### src/rtl/fetch_stage.sv
// Fetch stage with IF/ID register: owns PCF, keeps one imem request
// outstanding, and absorbs decode stalls and execute redirects.
module fetch_stage #(
  parameter int              XLEN      = 32,
  parameter logic [XLEN-1:0] RESET_PC  = '0,
  parameter logic [31:0]     NOP_INSTR = 32'h0000_0013
) (
  input  logic            clk,
  input  logic            reset,
  output logic            imem_req,
  output logic [XLEN-1:0] imem_addr,
  input  logic            imem_rvalid,
  input  logic [31:0]     imem_rdata,
  input  logic            StallD,
  input  logic            FlushD,
  input  logic            PCSrcE,
  input  logic [XLEN-1:0] PCTargetE,
  output logic [31:0]     InstrD,
  output logic [XLEN-1:0] PCD,
  output logic [XLEN-1:0] PCPlus4D,
  output logic            ValidD
);

  typedef enum logic [1:0] {
    REQ  = 2'd0,
    DROP = 2'd1,
    HOLD = 2'd2
  } state_t;

  state_t state;
  state_t state_nxt;

  logic [XLEN-1:0] pcf;
  logic [XLEN-1:0] pcf_nxt;
  logic [XLEN-1:0] drop_pc;
  logic [XLEN-1:0] pc_inc;
  logic [XLEN-1:0] tgt;
  logic [31:0]     hold_word;
  logic [31:0]     word;
  logic            deliver;
  logic            tgt_load;
  logic            hold_load;

  assign pc_inc    = pcf + XLEN'(4);
  assign tgt       = PCTargetE & ~XLEN'(3);
  assign imem_addr = pcf;

  always_ff @(posedge clk or posedge reset) begin
    if (reset) state <= REQ;
    else       state <= state_nxt;
  end

  always_comb begin
    state_nxt = state;
    unique case (state)
      REQ: begin
        if (PCSrcE && !imem_rvalid)
          state_nxt = DROP;
        else if (!PCSrcE && imem_rvalid && StallD)
          state_nxt = HOLD;
      end
      DROP: begin
        if (imem_rvalid) state_nxt = REQ;
      end
      HOLD: begin
        if (PCSrcE || !StallD) state_nxt = REQ;
      end
      default: state_nxt = REQ;
    endcase
  end

  // Redirect always beats a same-cycle delivery.
  always_comb begin
    imem_req  = 1'b1;
    deliver   = 1'b0;
    word      = imem_rdata;
    pcf_nxt   = pcf;
    tgt_load  = 1'b0;
    hold_load = 1'b0;
    unique case (state)
      REQ: begin
        if (PCSrcE) begin
          if (imem_rvalid) pcf_nxt = tgt;
          else             tgt_load = 1'b1;
        end else if (imem_rvalid) begin
          if (StallD) begin
            hold_load = 1'b1;
          end else begin
            deliver = 1'b1;
            pcf_nxt = pc_inc;
          end
        end
      end
      DROP: begin
        tgt_load = PCSrcE;
        if (imem_rvalid)
          pcf_nxt = PCSrcE ? tgt : drop_pc;
      end
      HOLD: begin
        imem_req = 1'b0;
        word     = hold_word;
        if (PCSrcE) begin
          pcf_nxt = tgt;
        end else if (!StallD) begin
          deliver = 1'b1;
          pcf_nxt = pc_inc;
        end
      end
      default: begin
        imem_req = 1'b1;
      end
    endcase
  end

  always_ff @(posedge clk or posedge reset) begin
    if (reset) begin
      pcf       <= RESET_PC;
      drop_pc   <= RESET_PC;
      hold_word <= '0;
    end else begin
      pcf <= pcf_nxt;
      if (tgt_load)  drop_pc   <= tgt;
      if (hold_load) hold_word <= imem_rdata;
    end
  end

  // IF/ID: flush beats stall, stall beats delivery.
  always_ff @(posedge clk or posedge reset) begin
    if (reset) begin
      InstrD   <= NOP_INSTR;
      PCD      <= '0;
      PCPlus4D <= '0;
      ValidD   <= 1'b0;
    end else if (FlushD) begin
      InstrD <= NOP_INSTR;
      ValidD <= 1'b0;
    end else if (StallD) begin
      InstrD <= InstrD;
    end else if (deliver) begin
      InstrD   <= word;
      PCD      <= pcf;
      PCPlus4D <= pc_inc;
      ValidD   <= 1'b1;
    end else begin
      InstrD <= NOP_INSTR;
      ValidD <= 1'b0;
    end
  end

endmodule

### config.mk
export PLATFORM = sky130hd
export DESIGN_NAME = fetch_stage
export DESIGN_NICKNAME = d
export VERILOG_FILES = /design/src/rtl/fetch_stage.sv
export SDC_FILE = /design/constraint.sdc
export NUM_CORES = 1
export LEC_CHECK = 0
export ABC_CLOCK_PERIOD_IN_PS = 7720
export BUFFER_PORTS_ARGS = -buffer_cell sky130_fd_sc_hd__buf_2
export CAP_MARGIN = 25
export CORE_AREA = 2 2 130 132
export DETAILED_ROUTE_END_ITERATION = 8
export DIE_AREA = 0 0 132 134
export HOLD_SLACK_MARGIN = 0.12
export PLACE_DENSITY = 0.79
export SYNTH_ARGS = -nofsm -noshare
export SYNTH_HDL_FRONTEND = slang
export SYNTH_SLANG_ARGS = --single-unit
export TNS_END_PERCENT = 30
### constraint.sdc
create_clock -name clk -period 7.72 [get_ports clk]
set_input_delay 1.158 -clock clk [delete_from_list [all_inputs] [get_ports clk]]
set_output_delay 1.158 -clock clk [all_outputs]
set_load 0.01 [all_outputs]
==> reports/results.tsv, run 1 <==
stage	metric	value	unit
run_status	outcome	finished, final reports clean	
setup_path	cp.arrival	2690	ps
die	die_area	17700	um2
sta	finalMaxSlewViolations	0	
drt	drc_errors	0	
placed_design	preCtsSetupSlack	4320	ps
die	die_h	134	um
drt	final_antenna_net_count	0	
synth	synth_cell_types	58	
drt	wirelength	22400	um
setup_path	crit_fanout	25	
setup_path	worstSetupEndpointType	output port	
synth	ys_top_cells_by_count	nand2_1 (191), dfrtp_1 (184), o21ai_0 (83), mux2_2 (62), nor2_1 (47)	
synth	synth_top_cell_area_share	0.530	
sta	rsz0062_at_grt	false	
clock_tree	clk_pin_slew	70	ps
clock_tree	clockRootBuffer	clkbuf_16	
die	start_util	0.533	
die	ioPinCount	200	
synth	ys_top_cells_by_area	dfrtp_1 (53%), nand2_1 (8.3%), mux2_2 (8.0%), o21ai_0 (4.8%), mux2i_1 (3.3%)	
sta	tns	0	ps
clock_tree	cts.sinks	187	
placed_design	place_congestion	0.822	
clock_tree	cts_buffer_depth	2	
die	coreArea	16300	um2
synth	synth-warning-count	0	
synth	syn_inst	857	
clock_tree	cts_tree	done	
drt	vias_per_cell	5.54	
sta	tightestPinTransition	955	ps
hold_path	worstHoldPathType	reg -> reg	
cells_and_area	final_cell_area	10400	um2
synth	synth-edff-count	0	
sta	period_needed	3850	ps
setup_path	worst_setup_path_start_kind	flip-flop	
die	die_x	132	um
placed_design	hpwl	15000	um
cells_and_area	fillers	1341	
die	rows	47	
sta	final.setup.worst_slack	3870	ps
power_and_ir_drop	switching_power	0.917	mW
drt	drt_iter0_drc	656	
power_and_ir_drop	p_leak	4.93	nW
global_route	gr-total-overflow	0	
placed_design	placed_area	9780	um2
cells_and_area	final_nets	1089	
synth	ys.flop_type	dfrtp_1	
global_route	grt_pass1_vias	6632	
synth	avgSynthCellArea	10.1	um2
sta	max_slew_margin	0.362	
power_and_ir_drop	p_clk_frac	0.309	
power_and_ir_drop	p_seq_frac	0.475	
clock_tree	cts_buffers	17	
power_and_ir_drop	total_power	2.83	mW
drt	wl_per_cell	17.9	um
synth	synth_top_cell_by_area	dfrtp_1	
placed_design	portBuffers	191	
synth	ys_ff_latch	187	
global_route	grt_usage	0.258	
power_and_ir_drop	ir_drop	183	uV
setup_path	cp.required	6560	ps
power_and_ir_drop	p_sw_frac	0.324	
setup_path	worstSetupPathType	reg -> out	
power_and_ir_drop	p_int	1.91	mW
clock_tree	h-tree-depth	4	
clock_tree	ctsHoldBuffers	0	
synth	yosysSeqAreaShare	0.539	
sta	period_share	0.498	
clock_tree	clk_latency	430	ps
synth	synthArstFlopShare	1.00	
cells_and_area	syn2layout_area_growth	19.7	%
sta	hold_viol	0	
synth	yosysMostFrequentCell	nand2_1	
power_and_ir_drop	power_density	272	nW/um2
synth	syn_area	8680	um2
cells_and_area	layout.cells.non_filler	1252	
drt	vias	6941	
clock_tree	postCtsSetupBuffers	0	
global_route	grt_antenna_before_repair	1	
placed_design	dp_cells	1218	
clock_tree	cts_resized	0	
global_route	grt_pass1_wl	36000	um
power_and_ir_drop	pwr-share-comb	0.216	
global_route	grt_max_degree	107	
cells_and_area	layout-drive-gt1-share	0.312	
drt	drt_first_pass_iters	5	
sta	clock_skew	11.0	ps
sta	fmax	260	MHz
job	maxCapViolCount	0	
sta	setup_viol	0	
## cell usage in the layout (no fill, tap or decap), types with 6 or more instances in the layout
cell and n:
mux2i_1 29, nand3_1 14, buf_4 9, nor3_1 13
buf_2 191, o2bb2ai_1 11, mux2_2 62, a21oi_1 18
a221oi_1 9, xor2_1 6, dfrtp_1 184, a31oi_1 8
o21ai_1 10, inv_1 7, xnor2_1 21, conb_1 6
clkbuf_16 17, o21ai_0 83, nor2_1 46, nand2_1 191
## cells by family after synthesis
family	count (synthesis)	share of synthesized area
AOI/OAI and AO/OA	167	0.119
DFF	187	0.539
other	1	0.000432
buffers and inverters	74	0.0375
adders and majority gates	1	0.00144
and+or+nand+nor	309	0.161
muxes	91	0.114
xor gates and xnor gates	27	0.0272
## flip-flops by register name (all words and copies together) (netlist names)
register / cells
imem_addr: 30
hold_word: 32
ValidD: 1
InstrD: 32
drop_pc: 30
state: 2
PCPlus4D: 30
PCD: 30
## cell type report
type | count | area (um2) | area share
antenna | 1 | 2.50 | 0.000241
clock buffer | 18 | 439 | 0.0422
clock inverter | 14 | 149 | 0.0143
inverter | 8 | 37.5 | 0.00361
multi-input combinational | 601 | 3720 | 0.358
sequential | 187 | 4680 | 0.450
tap | 220 | 275 | 0.0265
timing repair buffer | 203 | 1090 | 0.104
## layer usage
metal,global-route usage,up-vias,wire length [um]
met4,0.0803,0,316
li1,-,3267,-
met2,0.404,270,10600
met5,0,-,0
met3,0.0559,36,1500
met1,0.364,3368,9990
## worst paths after layout
| check | to | startpoint | depth (start not counted) | slack (ps) |
|---|---|---|---|---|
| max | imem_req | state[1]$_DFFE_PP0P_ | 3 | 3870 |
| min | PCD[21]$_DFFE_PP0P_ | PCD[21]$_DFFE_PP0P_ | 2 | 470 |
| max reg2reg | imem_addr[31]$_DFFE_PP0P_ | state[1]$_DFFE_PP0P_ | 5 | 4860 |
| min reg2reg | PCD[21]$_DFFE_PP0P_ | PCD[21]$_DFFE_PP0P_ | 2 | 470 |
| max in group asynchronous | imem_addr[21]$_DFFE_PP0P_ | reset | 4 | 5660 |
| min in group asynchronous | InstrD[7]$_DFFE_PP0P_ | reset | 2 | 850 |
## power by group through the flow
stage	clock network (mW)	registers, mW	logic [mW]
5_1_grt	0.933	1.37	0.671
4_1_cts	0.887	1.34	0.613
3_3_place_gp	0	1.35	0.590
6_report	0.875	1.35	0.610
2_1_floorplan	0	1.37	0.324
3_5_place_dp	0	1.36	0.610
## worst max-delay path, cell delays in order, from the launching register on
cell,delay (ps)
dfrtp_1,530
nor2b_4,850
inv_1,570
buf_2,290
## metrics by stage
step,util,hold slack [ps]
floorplan,-,472
global placement,0.598,455
detailed placement,0.600,458
CTS,0.636,475
global route,0.638,493
finish,0.638,469
(Power assumes the default switching activity.)
==> inputs of run 2 (changes only) <==
Settings changed: ABC_CLOCK_PERIOD_IN_PS 7720 to 3900.
Clock period 7.72 ns to 3.9 ns, I/O delays scaled along.
==> reports/results.tsv, run 2 (synthesized netlist as in run 1, its figures left out) <==
stage	metric	value	unit	change
setup_path	reg2regPathDepth	6		+1
sta	tightestPinTransition	969	ps	+14.1 ps
clock_tree	cts_resized	0		unchanged
power_and_ir_drop	total_power	5.63	mW	+99%
placed_design	dp_cells	1221		+0.25%
setup_path	reg2reg_slack	1480	ps	-3380 ps
placed_design	placed_area	9820	um2	+0.40%
power_and_ir_drop	power_density	540	nW/um2	+98%
clock_tree	clockRootBuffer	clkbuf_16		
clock_tree	cts_buffer_depth	2		unchanged
power_and_ir_drop	p_leak	4.94	nW	+0.11%
global_route	gr-total-overflow	0		unchanged
drt	vias	6973		+0.46%
cells_and_area	layout.cells.non_filler	1255		+0.24%
placed_design	hpwl	15400	um	+2.7%
global_route	grt_pass1_wl	35700	um	-0.83%
die	die_area	17700	um2	unchanged
die	ioPinCount	200		unchanged
drt	drt_first_pass_iters	5		unchanged
sta	final.setup.worst_slack	1100	ps	-2770 ps
cells_and_area	final_cell_area	10400	um2	+0.33%
hold_path	worstHoldPathType	in -> async		
die	die_h	134	um	unchanged
clock_tree	cts.sinks	187		unchanged
placed_design	portBuffers	191		unchanged
global_route	grt_pass1_vias	6675		+0.65%
clock_tree	ctsHoldBuffers	0		unchanged
setup_path	worst_setup_path_start_kind	flip-flop		
drt	final_antenna_net_count	0		unchanged
cells_and_area	regArea	4680	um2	unchanged
sta	fmax	357	MHz	
clock_tree	postCtsSetupBuffers	0		unchanged
die	rows	47		unchanged
drt	drc_errors	0		unchanged
cells_and_area	layout-drive-gt1-share	0.314		+0.00133
setup_path	cp.arrival	2220	ps	-470 ps
clock_tree	clk_latency	440	ps	about the same
cells_and_area	fillers	1374		+2.5%
sta	setup_viol	0		unchanged
sta	clock_skew	8.76	ps	-2.22 ps
sta	hold_slack	265	ps	-204 ps
sta	tns	0	ps	unchanged
die	coreArea	16300	um2	unchanged
drt	vias_per_cell	5.56		+0.22%
cells_and_area	top_regs	InstrD (32), hold_word (32)		
die	die_x	132	um	unchanged
cells_and_area	most-common-layout-cells	nand2_1 (191), buf_2 (191), dfrtp_1 (184)		
sta	period_share	0.719		
sta	rsz0062_at_grt	false		
sta	hold_viol	0		unchanged
clock_tree	cts_buffers	17		unchanged
global_route	grt_antenna_before_repair	2		+1
power_and_ir_drop	ir_drop	345	uV	+88%
cells_and_area	multi_input_area	3720	um2	-0.13%
placed_design	preCtsSetupSlack	1420	ps	-2900 ps
setup_path	cp.required	3310	ps	-3250 ps
drt	wirelength	22300	um	-0.27%
clock_tree	h-tree-depth	4		unchanged
setup_path	worstSetupEndpointType	output port		
global_route	grt_max_degree	91		-15%
sta	finalMaxSlewViolations	0		unchanged
placed_design	place_congestion	0.831		+1.2%
drt	drt_iter0_drc	706		+7.6%
global_route	grt_usage	0.256		-0.00274
clock_tree	cts_tree	done		
drt	wl_per_cell	17.8	um	-0.51%
setup_path	worstReg2RegStart	imem_addr[2]$_DFFE_PP0P_		
die	start_util	0.533		unchanged
run_status	outcome	finished, final reports clean		
cells_and_area	final_util	0.640		+0.00207
setup_path	r2r_end	imem_addr[28]$_DFFE_PP0P_		
clock_tree	clk_pin_slew	70	ps	about the same
sta	max_slew_margin	0.354		-0.00825
cells_and_area	final_nets	1091		+0.18%
setup_path	worstSetupPathType	reg -> out		
job	maxCapViolCount	0		unchanged
sta	period_needed	2800	ps	
cells_and_area	syn2layout_area_growth	20.1	%	
setup_path	crit_fanout	25		unchanged
run 2: cell count changes in the layout (fill, tap and decap cells not counted):
cell / change
nor2b_2: +1
buf_4: +2
nor2b_4: -1
clkinvlp_4: +2
clkinv_8: +3
inv_6: -2
buf_8: -1
diode_2: +1
clkbuf_8: -1
clkinv_2: -1
inv_8: -1
buf_12: +1
run 2: where the power goes:
group	switching, mW	internal [mW]	total (mW)
Combinational	0.672	0.534	1.21
Sequential	0.338	2.33	2.67
Clock	0.840	0.920	1.76
Total	1.85	3.78	5.63
run 2: layer usage:
metal | GRT usage | up-vias | wire length, um
met5 | 0 | - | 0
met4 | 0.0900 | 0 | 500
met3 | 0.0571 | 35 | 1440
met2 | 0.403 | 257 | 10400
met1 | 0.352 | 3395 | 9940
li1 | - | 3286 | -
run 2: layout make-up:
| cell class | instances | area share |
|---|---|---|
| Antenna cell | 2 | 0.000480 |
| Clock buffer | 17 | 0.0408 |
| Clock inverter | 15 | 0.0175 |
| Inverter | 8 | 0.00324 |
| Multi-Input combinational cell | 601 | 0.357 |
| Sequential cell | 187 | 0.449 |
| Tap cell | 220 | 0.0264 |
| Timing Repair Buffer | 205 | 0.106 |
run 2: worst max-delay path by stage:
stage | from | endpoint | slack [ps] | depth (start not counted)
after global routing | state[1]$_DFFE_PP0P_ | imem_req | 990 | 4
after floorplan | reset | InstrD[10]$_DFFE_PP0P_ | 910 | 1
after CTS | state[1]$_DFFE_PP0P_ | imem_req | 1110 | 4
final | state[1]$_DFFE_PP0P_ | imem_req | 1100 | 4
after detailed placement | PCSrcE | imem_addr[13]$_DFFE_PP0P_ | 1420 | 6
after global placement | PCSrcE | imem_addr[13]$_DFFE_PP0P_ | 1470 | 6
run 2: worst max-delay path, cell delays in order (launching register included):
cell and delay [ps]:
dfrtp_1 540, nor2b_2 200, buf_4 380, inv_1 390
buf_2 260
==> inputs of run 3 (changes only) <==
Settings changed: ABC_CLOCK_PERIOD_IN_PS 3900 to 2600.
Clock period 3.9 ns to 2.6 ns, I/O delays scaled along.
==> reports/results.tsv, run 3 (synthesized netlist as in run 1, its figures left out) <==
stage	metric	value	unit	change
cells_and_area	layout-drive-gt1-share	0.318		+0.00431
setup_path	critPathBufInv	0		-3
clock_tree	cts_buffer_depth	2		unchanged
placed_design	place_congestion	0.846		+1.8%
clock_tree	cts_buffers	17		unchanged
cells_and_area	final_util	0.641		about the same
setup_path	crit_chain	ha_1 -> and3_1 -> nand4_2 -> nor3_1 -> o21ai_0 -> o2bb2ai_1		
clock_tree	clk_latency	440	ps	about the same
hold_path	worst_hold_path.num_cells	3		
sta	period_needed	2360	ps	
drt	drc_errors	0		unchanged
placed_design	preCtsSetupSlack	320	ps	-1100 ps
global_route	gr-total-overflow	0		unchanged
setup_path	crit_fanout	7		-72%
cells_and_area	syn2layout_area_growth	20.2	%	about the same
drt	vias	7065		+1.3%
global_route	use_met2	0.387		-0.0165
clock_tree	clockRootBuffer	clkbuf_16		
setup_path	crit_family	simple AND/OR/NAND/NOR gates		
sta	hold_viol	0		unchanged
drt	drt_iter0_drc	671		-5.0%
sta	hold_slack	178	ps	-87.1 ps
setup_path	worst_setup_path_start_kind	flip-flop		
setup_path	worstSetupEndpointType	flip-flop		
die	die_x	132	um	unchanged
clock_tree	cts_tree	done		
setup_path	reg2regPathDepth	6		unchanged
drt	final_antenna_net_count	0		unchanged
sta	finalMaxSlewViolations	0		unchanged
sta	final.setup.worst_slack	236	ps	-861 ps
run_status	outcome	finished, final reports clean		
setup_path	path_depth	6		+2
cells_and_area	final_nets	1099		+0.73%
setup_path	reg2reg_slack	240	ps	-1240 ps
cells_and_area	most-common-layout-cells	nand2_1 (191), buf_2 (191), dfrtp_1 (184)		
die	die_h	134	um	unchanged
job	maxCapViolCount	0		unchanged
sta	setup_viol	0		unchanged
setup_path	cp.required	2910	ps	-400 ps
sta	fmax	423	MHz	
drt	drt_first_pass_iters	6		+1
placed_design	portBuffers	191		unchanged
sta	rsz0062_at_grt	false		
die	die_area	17700	um2	unchanged
power_and_ir_drop	power_density	796	nW/um2	+47%
die	start_util	0.533		unchanged
clock_tree	cts.sinks	187		unchanged
global_route	grt_use_met3	0.0491		-0.00794
power_and_ir_drop	ir_drop	533	uV	+55%
sta	tightestPinTransition	867	ps	-103 ps
global_route	grt_pass1_wl	35300	um	-1.0%
clock_tree	cts_resized	0		unchanged
drt	vias_per_cell	5.60		+0.76%
die	rows	47		unchanged
cells_and_area	top_regs	InstrD (32), hold_word (32)		
sta	period_share	0.909		
sta	max_slew_margin	0.420		+0.0666
setup_path	critPathMaxStageDelay	580	ps	+40 ps
setup_path	cp.arrival	2670	ps	+450 ps
power_and_ir_drop	p_leak	4.95	nW	+0.23%
global_route	grt_pass1_vias	6604		-1.1%
global_route	top_usage_layer	met2		
drt	wl_per_cell	17.6	um	-0.83%
sta	clock_skew	12.7	ps	+3.93 ps
global_route	grt_max_degree	97		+6.6%
global_route	grt_use_met1	0.364		+0.0118
setup_path	worstSetupPathType	reg -> reg		
global_route	grt_usage	0.254		-0.00180
power_and_ir_drop	total_power	8.31	mW	+48%
placed_design	hpwl	15400	um	-0.50%
drt	wirelength	22300	um	-0.27%
die	ioPinCount	200		unchanged
placed_design	dp_cells	1228		+0.57%
setup_path	cp_slowest_cell	nor3_1		
die	coreArea	16300	um2	unchanged
global_route	grt_antenna_before_repair	1		-1
hold_path	worstHoldPathType	in -> reg		
clock_tree	h-tree-depth	4		unchanged
cells_and_area	layout.cells.non_filler	1262		+0.56%
clock_tree	clk_pin_slew	70	ps	about the same
run 3: changes by cell type in the layout (fill, tap and decap cells not counted), moves of 2 or more:
cell        before  now
clkinvlp_4       3    5
clkinv_4         3    0
inv_8            4    2
buf_4           11   18
inv_6            2    6
clkinv_8         3    1
run 3: worst reg2reg max path: stages (launching register included):
cell	delay [ps]
dfrtp_1	480
ha_1	250
and3_1	310
nand4_2	270
nor3_1	580
o21ai_0	190
o2bb2ai_1	150
run 3: stage by stage:
| stage | setup TNS [ps] | instance area (um2) |
|---|---|---|
| 6_report | 0 | 10400 |
| 5_1_grt | 0 | 10400 |
| 4_1_cts | 0 | 10400 |
| 3_5_place_dp | 0 | 9860 |
| 3_3_place_gp | 0 | 9860 |
| 2_1_floorplan | -35710 | 8700 |
run 3: area by class of cell:
type                            count  area [um2]
Sequential cell                   187        4680
Multi-Input combinational cell    601        3720
Inverter                            8        33.8
Fill cell                        1338        5850
Clock buffer                       18         439
Tap cell                          220         275
Antenna cell                        1        2.50
Clock inverter                     14         126
Timing Repair Buffer              213        1160
run 3: final timing paths:
| kind | from | end |
|---|---|---|
| setup / recovery | imem_addr[3]$_DFFE_PP0P_ | imem_addr[22]$_DFFE_PP0P_ |
| hold / removal | imem_rdata[4] | InstrD[4]$_DFFE_PP1P_ |
| setup reg to reg | imem_addr[3]$_DFFE_PP0P_ | imem_addr[22]$_DFFE_PP0P_ |
| hold reg to reg | PCD[22]$_DFFE_PP0P_ | PCD[22]$_DFFE_PP0P_ |
| max in group asynchronous | reset | imem_addr[25]$_DFFE_PP0P_ |
| min in group asynchronous | reset | InstrD[2]$_DFFE_PP0P_ |
run 3: routing by layer:
layer / up-vias / part of all wire
li1: 3294 / -
met1: 3434 / 0.44
met2: 299 / 0.47
met3: 38 / 0.067
met4: 0 / 0.024
met5: - / 0
run 3: what timing repair did:
item	CTS	global route
hold endpoints to repair	2	0
hold buffers	1	0
endpoints found under the setup margin	0	0
setup buffers	0	0
run 3: power breakdown:
group	internal [mW]	total (mW)	switching (mW)	leakage, nW
logic	0.814	1.84	1.02	2.35
clock network	1.29	2.50	1.21	0.267
registers	3.50	3.98	0.484	2.34
